<file path="config.mk">
export PLATFORM = sky130hd
export DESIGN_NAME = ama_riscv_line_xfer
export DESIGN_NICKNAME = d
export VERILOG_FILES = /design/src/rtl/ama_riscv_line_xfer.sv
export SDC_FILE = /design/constraint.sdc
export NUM_CORES = 2
export LEC_CHECK = 0
export CORE_AREA = 2 2 518 520
export DETAILED_ROUTE_END_ITERATION = 10
export DIE_AREA = 0 0 520 522
export PLACE_DENSITY = 0.48
export SLEW_MARGIN = 25
export SYNTH_ARGS = -nofsm -noshare
export SYNTH_HDL_FRONTEND = slang
export SYNTH_SLANG_ARGS = --single-unit
export TNS_END_PERCENT = 10
</file>
<file path="constraint.sdc">
create_clock -name clk -period 116.6 [get_ports clk]
set_input_delay 23.32 -clock clk [delete_from_list [all_inputs] [get_ports clk]]
set_output_delay 23.32 -clock clk [all_outputs]
set_load 0.03 [all_outputs]
</file>
<file path="src/rtl/ama_riscv_line_xfer.sv">
// Cache-line transfer engine: splits one line fill/writeback into BEATS memory
// bus beats and assembles returned read beats back into a full line.
module ama_riscv_line_xfer #(
  parameter int AW    = 12,
  parameter int DW    = 128,
  parameter int BEATS = 4,
  parameter int LW    = DW * BEATS
) (
  input  logic          clk,
  input  logic          rst,
  input  logic          req_valid,
  output logic          req_ready,
  input  logic          req_we,
  input  logic [AW-1:0] req_addr,
  input  logic [LW-1:0] req_wdata,
  output logic          rsp_valid,
  output logic          rsp_we,
  output logic [LW-1:0] rsp_data,
  output logic          mem_req_valid,
  input  logic          mem_req_ready,
  output logic          mem_req_we,
  output logic [AW-1:0] mem_req_addr,
  output logic [DW-1:0] mem_req_wdata,
  input  logic          mem_rsp_valid,
  input  logic [DW-1:0] mem_rsp_data
);

  localparam int IW = $clog2(BEATS);
  localparam int CW = IW + 1;

  function automatic logic is_pow2(input int unsigned v);
    return (v != 32'd0) && ((v & (v - 32'd1)) == 32'd0);
  endfunction

  generate
    if (!is_pow2(BEATS)) begin : g_beats_check
      $error("BEATS must be a power of two");
    end
  endgenerate

  typedef enum logic [1:0] {
    IDLE = 2'd0,
    WR   = 2'd1,
    RD   = 2'd2,
    DONE = 2'd3
  } state_t;

  state_t                    state_r, state_s;
  logic [AW-1:0]             base_r, base_s;
  logic                      we_r, we_s;
  logic [BEATS-1:0][DW-1:0]  line_r, line_s;
  logic [CW-1:0]             req_cnt_r, req_cnt_s;
  logic [CW-1:0]             rsp_cnt_r, rsp_cnt_s;

  logic                      mem_req_valid_s;
  logic                      mem_req_we_s;
  logic [AW-1:0]             mem_req_addr_s;
  logic [DW-1:0]             mem_req_wdata_s;
  logic                      rsp_valid_s;
  logic                      rsp_we_s;
  logic [LW-1:0]             rsp_data_s;
  logic                      req_ready_s;
  logic                      beat_acc_s;

  // Low address bits only select a beat within the line, which the engine walks itself.
  logic                      unused_addr_bits_s;
  assign unused_addr_bits_s = ^req_addr[IW-1:0];

  // Next-state logic: request latch, beat/response counters and line assembly.
  always_comb begin
    state_s    = state_r;
    base_s     = base_r;
    we_s       = we_r;
    line_s     = line_r;
    req_cnt_s  = req_cnt_r;
    rsp_cnt_s  = rsp_cnt_r;
    beat_acc_s = mem_req_valid && mem_req_ready;
    case (state_r)
      IDLE: begin
        if (req_valid) begin
          base_s    = {req_addr[AW-1:IW], {IW{1'b0}}};
          we_s      = req_we;
          line_s    = req_wdata;
          req_cnt_s = '0;
          rsp_cnt_s = '0;
          state_s   = req_we ? WR : RD;
        end else begin
          state_s = IDLE;
        end
      end
      WR: begin
        if (beat_acc_s) begin
          req_cnt_s = req_cnt_r + CW'(1);
          if (req_cnt_r == CW'(BEATS - 1)) begin
            state_s = DONE;
          end else begin
            state_s = WR;
          end
        end else begin
          state_s = WR;
        end
      end
      RD: begin
        if (beat_acc_s) begin
          req_cnt_s = req_cnt_r + CW'(1);
        end else begin
          req_cnt_s = req_cnt_r;
        end
        // Responses return in order, so rsp_cnt is the slot of the arriving beat.
        if (mem_rsp_valid) begin
          line_s[rsp_cnt_r[IW-1:0]] = mem_rsp_data;
          rsp_cnt_s = rsp_cnt_r + CW'(1);
          if (rsp_cnt_r == CW'(BEATS - 1)) begin
            state_s = DONE;
          end else begin
            state_s = RD;
          end
        end else begin
          state_s = RD;
        end
      end
      DONE: begin
        state_s = IDLE;
      end
      default: begin
        state_s = IDLE;
      end
    endcase
  end

  // Output values for the next cycle, derived from the next state so outputs can be flops.
  always_comb begin
    mem_req_valid_s = (state_s == WR) || ((state_s == RD) && (req_cnt_s < CW'(BEATS)));
    mem_req_we_s    = (state_s == WR);
    mem_req_addr_s  = '0;
    mem_req_wdata_s = '0;
    if (mem_req_valid_s) begin
      mem_req_addr_s = base_s | AW'(req_cnt_s[IW-1:0]);
    end else begin
      mem_req_addr_s = '0;
    end
    if (mem_req_we_s) begin
      mem_req_wdata_s = line_s[req_cnt_s[IW-1:0]];
    end else begin
      mem_req_wdata_s = '0;
    end
    rsp_valid_s = (state_s == DONE);
    req_ready_s = (state_s == IDLE);
    if (rsp_valid_s) begin
      rsp_we_s = we_s;
    end else begin
      rsp_we_s = rsp_we;
    end
    if (rsp_valid_s && !we_s) begin
      rsp_data_s = line_s;
    end else begin
      rsp_data_s = rsp_data;
    end
  end

  // State, latched request and registered outputs.
  always_ff @(posedge clk or posedge rst) begin
    if (rst) begin
      state_r       <= IDLE;
      base_r        <= '0;
      we_r          <= 1'b0;
      line_r        <= '0;
      req_cnt_r     <= '0;
      rsp_cnt_r     <= '0;
      req_ready     <= 1'b1;
      rsp_valid     <= 1'b0;
      rsp_we        <= 1'b0;
      rsp_data      <= '0;
      mem_req_valid <= 1'b0;
      mem_req_we    <= 1'b0;
      mem_req_addr  <= '0;
      mem_req_wdata <= '0;
    end else begin
      state_r       <= state_s;
      base_r        <= base_s;
      we_r          <= we_s;
      line_r        <= line_s;
      req_cnt_r     <= req_cnt_s;
      rsp_cnt_r     <= rsp_cnt_s;
      req_ready     <= req_ready_s;
      rsp_valid     <= rsp_valid_s;
      rsp_we        <= rsp_we_s;
      rsp_data      <= rsp_data_s;
      mem_req_valid <= mem_req_valid_s;
      mem_req_we    <= mem_req_we_s;
      mem_req_addr  <= mem_req_addr_s;
      mem_req_wdata <= mem_req_wdata_s;
    end
  end

endmodule
</file>
After elaboration in Yosys (flattened, before gate mapping)
Index checks and enable logic that the tools add are counted.
{"block": "totals", "register_bits": 1190, "latchBits": 0, "ramBits": 0, "rom_bits": 0, "input_bits": 658, "output_inout_bits": 657, "mem_count": 0}
{"block": "op_classes", "addsub": 2, "multipliers": 0, "div": 0, "magnitude_cmp": 4, "eq_ne": 10, "n_shift": 0, "muxes": 27, "bitwise_logic": 1, "reduce_logical": 11}
{"operator": "$mux 512", "n": 2}
{"operator": "$pmux 512 s2", "n": 1}
{"operator": "$bwmux 512", "n": 1}
{"operator": "$mux 128", "n": 3}
{"operator": "$bmux 128 s2", "n": 1}
{"operator": "$demux 128 s2", "n": 1}
{"operator": "$mux 12", "n": 3}
{"operator": "$mux 3", "n": 4}
{"operator": "$or 12x2->12", "n": 1}
{"operator": "$pmux 3 s2", "n": 2}
{"operator": "$mux 2", "n": 5}
{"operator": "$eq 2x2->1 const B", "n": 4}
{"operator": "$pmux 2 s4", "n": 1}
{"operator": "$add 3x1->3 const B", "n": 2}
{"operator": "$eq 3x2->1 const B", "n": 2}
{"operator": "$lt 2x3->1 const B", "n": 2}
{"operator": "$eq 2x1->1 const B", "n": 2}
{"operator": "$logic_and 1x1->1", "n": 4}
{"operator": "$logic_not 2->1", "n": 2}
{"operator": "$ne 2x2->1 const B", "n": 2}
{"operator": "$lt 3x3->1 const B", "n": 1}
{"operator": "$mux 1", "n": 3}
{"operator": "$reduce_and 3->1", "n": 1}
{"operator": "$ge 2x1->1 const B", "n": 1}
{"operator": "other kinds (4)", "n": 4}

Longest topological paths before layout
{"block": "depth", "word_depth": 10, "ltp_mapped": 12}

Worst setup path after synthesis
Ideal clock, no wire load.
{"block": "synth_timing", "path_kind": "input port to flip-flop", "from": "input req_valid", "to": "register mem_req_wdata[56]", "arrival_ns": 24.791, "path_slack_ns": 91.688, "path_stages": 8, "path_buffers": 2, "path_cell_list": "and2b_1 or2_1 a22oi_4 inv_1 clkbuf_1 clkbuf_1 nand2_1 a32o_1"}
{"block": "synth_between", "elab_chain_cells": 5}
{"element": "from (decl)", "line_no": "11", "rtl": "input logic req_valid,"}
{"element": "$mux 512 or $mux 3 (tied branches)", "line_no": "80", "rtl": "if (req_valid) begin"}
{"element": "$pmux 512 s2 or $pmux 3 s2 (tied branches)", "line_no": "78", "rtl": "case (state_r)"}
{"element": "$bmux 128 s2", "line_no": "143", "rtl": "mem_req_wdata_s = line_s[req_cnt_s[IW-1:0]];"}
{"element": "$mux 128 (implied by the code)", "line_no": "143"}
{"element": "$mux 128 (*)", "line_no": "142", "rtl": "if (mem_req_we_s) begin"}
{"element": "via mem_req_wdata_s[56]", "line_no": "58", "rtl": "logic [DW-1:0] mem_req_wdata_s;"}
{"element": "to (signal assigned)", "line_no": "192", "rtl": "mem_req_wdata <= mem_req_wdata_s;"}
{"element": "to (decl)", "line_no": "23", "rtl": "output logic [DW-1:0] mem_req_wdata,"}
Mark *: on every way through the listed nets, which the timed path passes. The rest lies on a longest branch. The select of a mux whose other input is x is not followed.
A chain may end at the register's enable or synchronous reset.

==> out/results.txt <==
Crit path to = line_r[83]
Kind of start point of the critical path = input port
Worst Reg-to-Reg Cells = 10
Count of endpoints failing setup in the final report = 0
Main combinational cell family by area after synthesis = compound AO/OA/AOI/OAI gates
# hold bufs at CTS = 0
Failing checks = DRC
GRT Max-Usage Layer = met2
Die Width = 520 µm
Power density cells = 34.93 nW/µm²
IO Count = 1315
R2R Path End = mem_req_wdata[80]
Die Y = 522 µm
Count of cell types in the netlist = 42
Most common cell after layout, fill and taps aside = clkdlybuf4s50_1
Max-slew violations = 0
Root Driver = clkbuf_16
Hold Path Class = reg2reg
Post-DRT Antenna Nets = 0
Ys Warns = 0
Peak supply drop = 0.00001925 V
Largest net degree at the start of global routing = 179
Mux cell area share after synthesis = 3.296%
Simple-gate share of the synthesized area = 6.697%
Die area = 271400 µm²
Synthesized area = 47460 µm²
Required time of the critical path = 117.55 ns
Final setup TNS = 0 ns
Worst Path Arrival = 29.33 ns
Commonest cells after routing, fill and taps aside = 1311 x clkdlybuf4s50_1, 1189 x dfrtp_1, 517 x nor2_1, 517 x a21oi_1, 512 x inv_1
Core box area = 266500 µm²
Final Wtd Congestion = 0.8838
Status = finished, violations left
Starting density of the core = 17.81%
Max Cap Viol = 0
Syn Inst Count = 4244
Clock buffer depth = 3
Routed vias = 41930
First-pass GRT wire length = 354400 µm
Clock buffer count from CTS = 144
Tcrit/Tclk final = 24.34%
Vias per cell = 4.598
Fillers = 28180
Finished Cell Area = 68940 µm²
FF-to-FF setup slack = 110.78 ns
Final Hold Viols = 0
Area occupied by multi-input gates = 14120 µm²
Share of cells above drive strength 1 = 6.186%
Nets = 6115
Clock Skew = 0.02956 ns
Post-layout util = 25.87%
Sequential cell area = 29780 µm²
Total power = 2.408 mW
First DRT Iteration DRCs = 5663
IO Port Bufs = 1312
Critical path origin = rst
Compound-Gate Fraction of Synth Area = 19.31%
WL final = 261200 µm
Post-CTS Resized = 0
Initial antenna violation count = 53
Max Clk Rate = 35.24 MHz
Period minus WS final = 28.38 ns
Post-synth top area share = 62.70%
Wire per inst = 28.64 µm
Seq/Total Area, Yosys = 62.75%
Post-detail-place hpwl = 187200 µm
First drt pass iteration count = 11
Post-Synth Adder-Cell Area = 0.2900%
CTS H-Tree Depth = 4
Worst Tran Pin Value = 1.236 ns
Synth area leader = dfrtp_1
Slew HR = 17.62%
CTS tree = built
GR Util All Layers = 18.44%
Worst-path fanout max = 147
GRT met3 Usage = 6.411%
RSZ-0062 raised after global routing = no
Grt ovf = 0
Avg Cell Area, Syn = 11.18 µm²
R2r startpoint = state_r[1]
Seq cells post-synth = 1190
Dominant cells by area after synthesis = dfrtp_1 63%, a222oi_1 11%, a21oi_1 5.5%
Row cnt = 190
Clock Latency Late Sink = 0.80 ns
Grt met2 use = 29.76%
Xor and xnor area share after synthesis = 0%
GRT met1 Usage = 21.68%
CP Capture Type = async pin
Area grow syn2layout = 45.28%
Vias in the first global route = 42270
Drc violations = 190
Syn Nets = 4913
Leak = 31.27 nW
Hold path cells = 2
CP Class = in2async
Placed inst area = 64220 µm²
Clk slew on worst S/H paths = 0.06 ns
Setup repair bufs after CTS = 0
CTS Sinks = 1190
worst max-delay path, cell delays in order:
cell	delay (ns)
clkdlybuf4s50_1	0.49
inv_8	0.42
buf_4	0.80
buf_12	0.56
buf_4	0.72
buf_4	0.79
buf_4	0.82
buf_4	0.44
buf_16	0.30
worst min path at each step:
stage                     slack, ns         end        from
final                          0.47   base_r[8]   base_r[8]
after global routing           0.50   base_r[6]   base_r[6]
after CTS                      0.47   base_r[3]   base_r[3]
after detailed placement       0.46   base_r[3]   base_r[3]
after global placement         0.46   base_r[5]   base_r[5]
after floorplan                0.44  base_r[10]  base_r[10]
layout make-up:
cell class | instances | share of cell area [%]
well taps | 3552 | 6.446
repair buffers | 1416 | 20.32
clock inverters | 32 | 0.5699
diodes | 24 | 0.08711
flip-flops and latches | 1190 | 43.20
inverters | 514 | 2.820
clock buffers | 213 | 6.074
multi-input cells | 2180 | 20.48
cells in the mapped netlist, drive strengths merged:
master / count
a211o: 1
a21o: 6
a21oi: 517
a221o: 3
a222oi: 502
a22o: 2
a22oi: 8
a2bb2oi: 1
a31oi: 1
a32o: 125
a41oi: 1
and2: 4
and2b: 1
and3: 6
and4b: 1
buf: 226
clkbuf: 134
dfrtp: 1189
dfstp: 1
ha: 11
inv: 514
mux2: 18
mux2i: 136
nand2: 295
nand2b: 1
nand3: 1
nor2: 517
nor2b: 1
nor3: 3
o21a: 1
o21ai: 10
o22ai: 1
o2bb2ai: 4
or2: 2
metrics by stage:
stage	worst slack, ns	hold WS [ns]	cells
6_report	88.22	0.4690	9121
2_1_floorplan	59.76	0.4394	4244
5_1_grt	87.48	0.5035	9114
3_3_place_gp	86.87	0.4561	8839
4_1_cts	87.73	0.4704	9091
3_5_place_dp	86.85	0.4560	8846
where the power goes:
| part | total (mW) | switching [mW] | internal [mW] |
|---|---|---|---|
| Sequential | 0.699 | 0.0897 | 0.609 |
| Combinational | 1.26 | 0.832 | 0.424 |
| Clock | 0.453 | 0.195 | 0.258 |
per-layer routing:
| metal | share of wire [%] | vias up |
|---|---|---|
| met4 | 5.1 | 36 |
| met5 | 0.095 | - |
| met3 | 10 | 420 |
| li1 | - | 17760 |
| met1 | 38 | 21460 |
| met2 | 47 | 2253 |
flip-flops by register name, summed over array words and instances (netlist names):
register and cells:
rsp_we 1, state_r 2, rsp_data 512, mem_req_addr 12, line_r 512, req_ready 1
base_r 12, req_cnt_r 3, we_r 1, mem_req_valid 1, rsp_cnt_r 3, mem_req_wdata 128
rsp_valid 1, mem_req_we 1
cells by family (layout without fill, tap and decap cells):
family | after synthesis | after routing
buf+inv | 874 | 2175
mux | 154 | 154
fa+ha+maj | 11 | 11
simple gates | 832 | 832
other cells | 0 | 24
flops | 1190 | 1190
compound gates | 1183 | 1183
No activity file was read; power rests on OpenSTA's default activity.
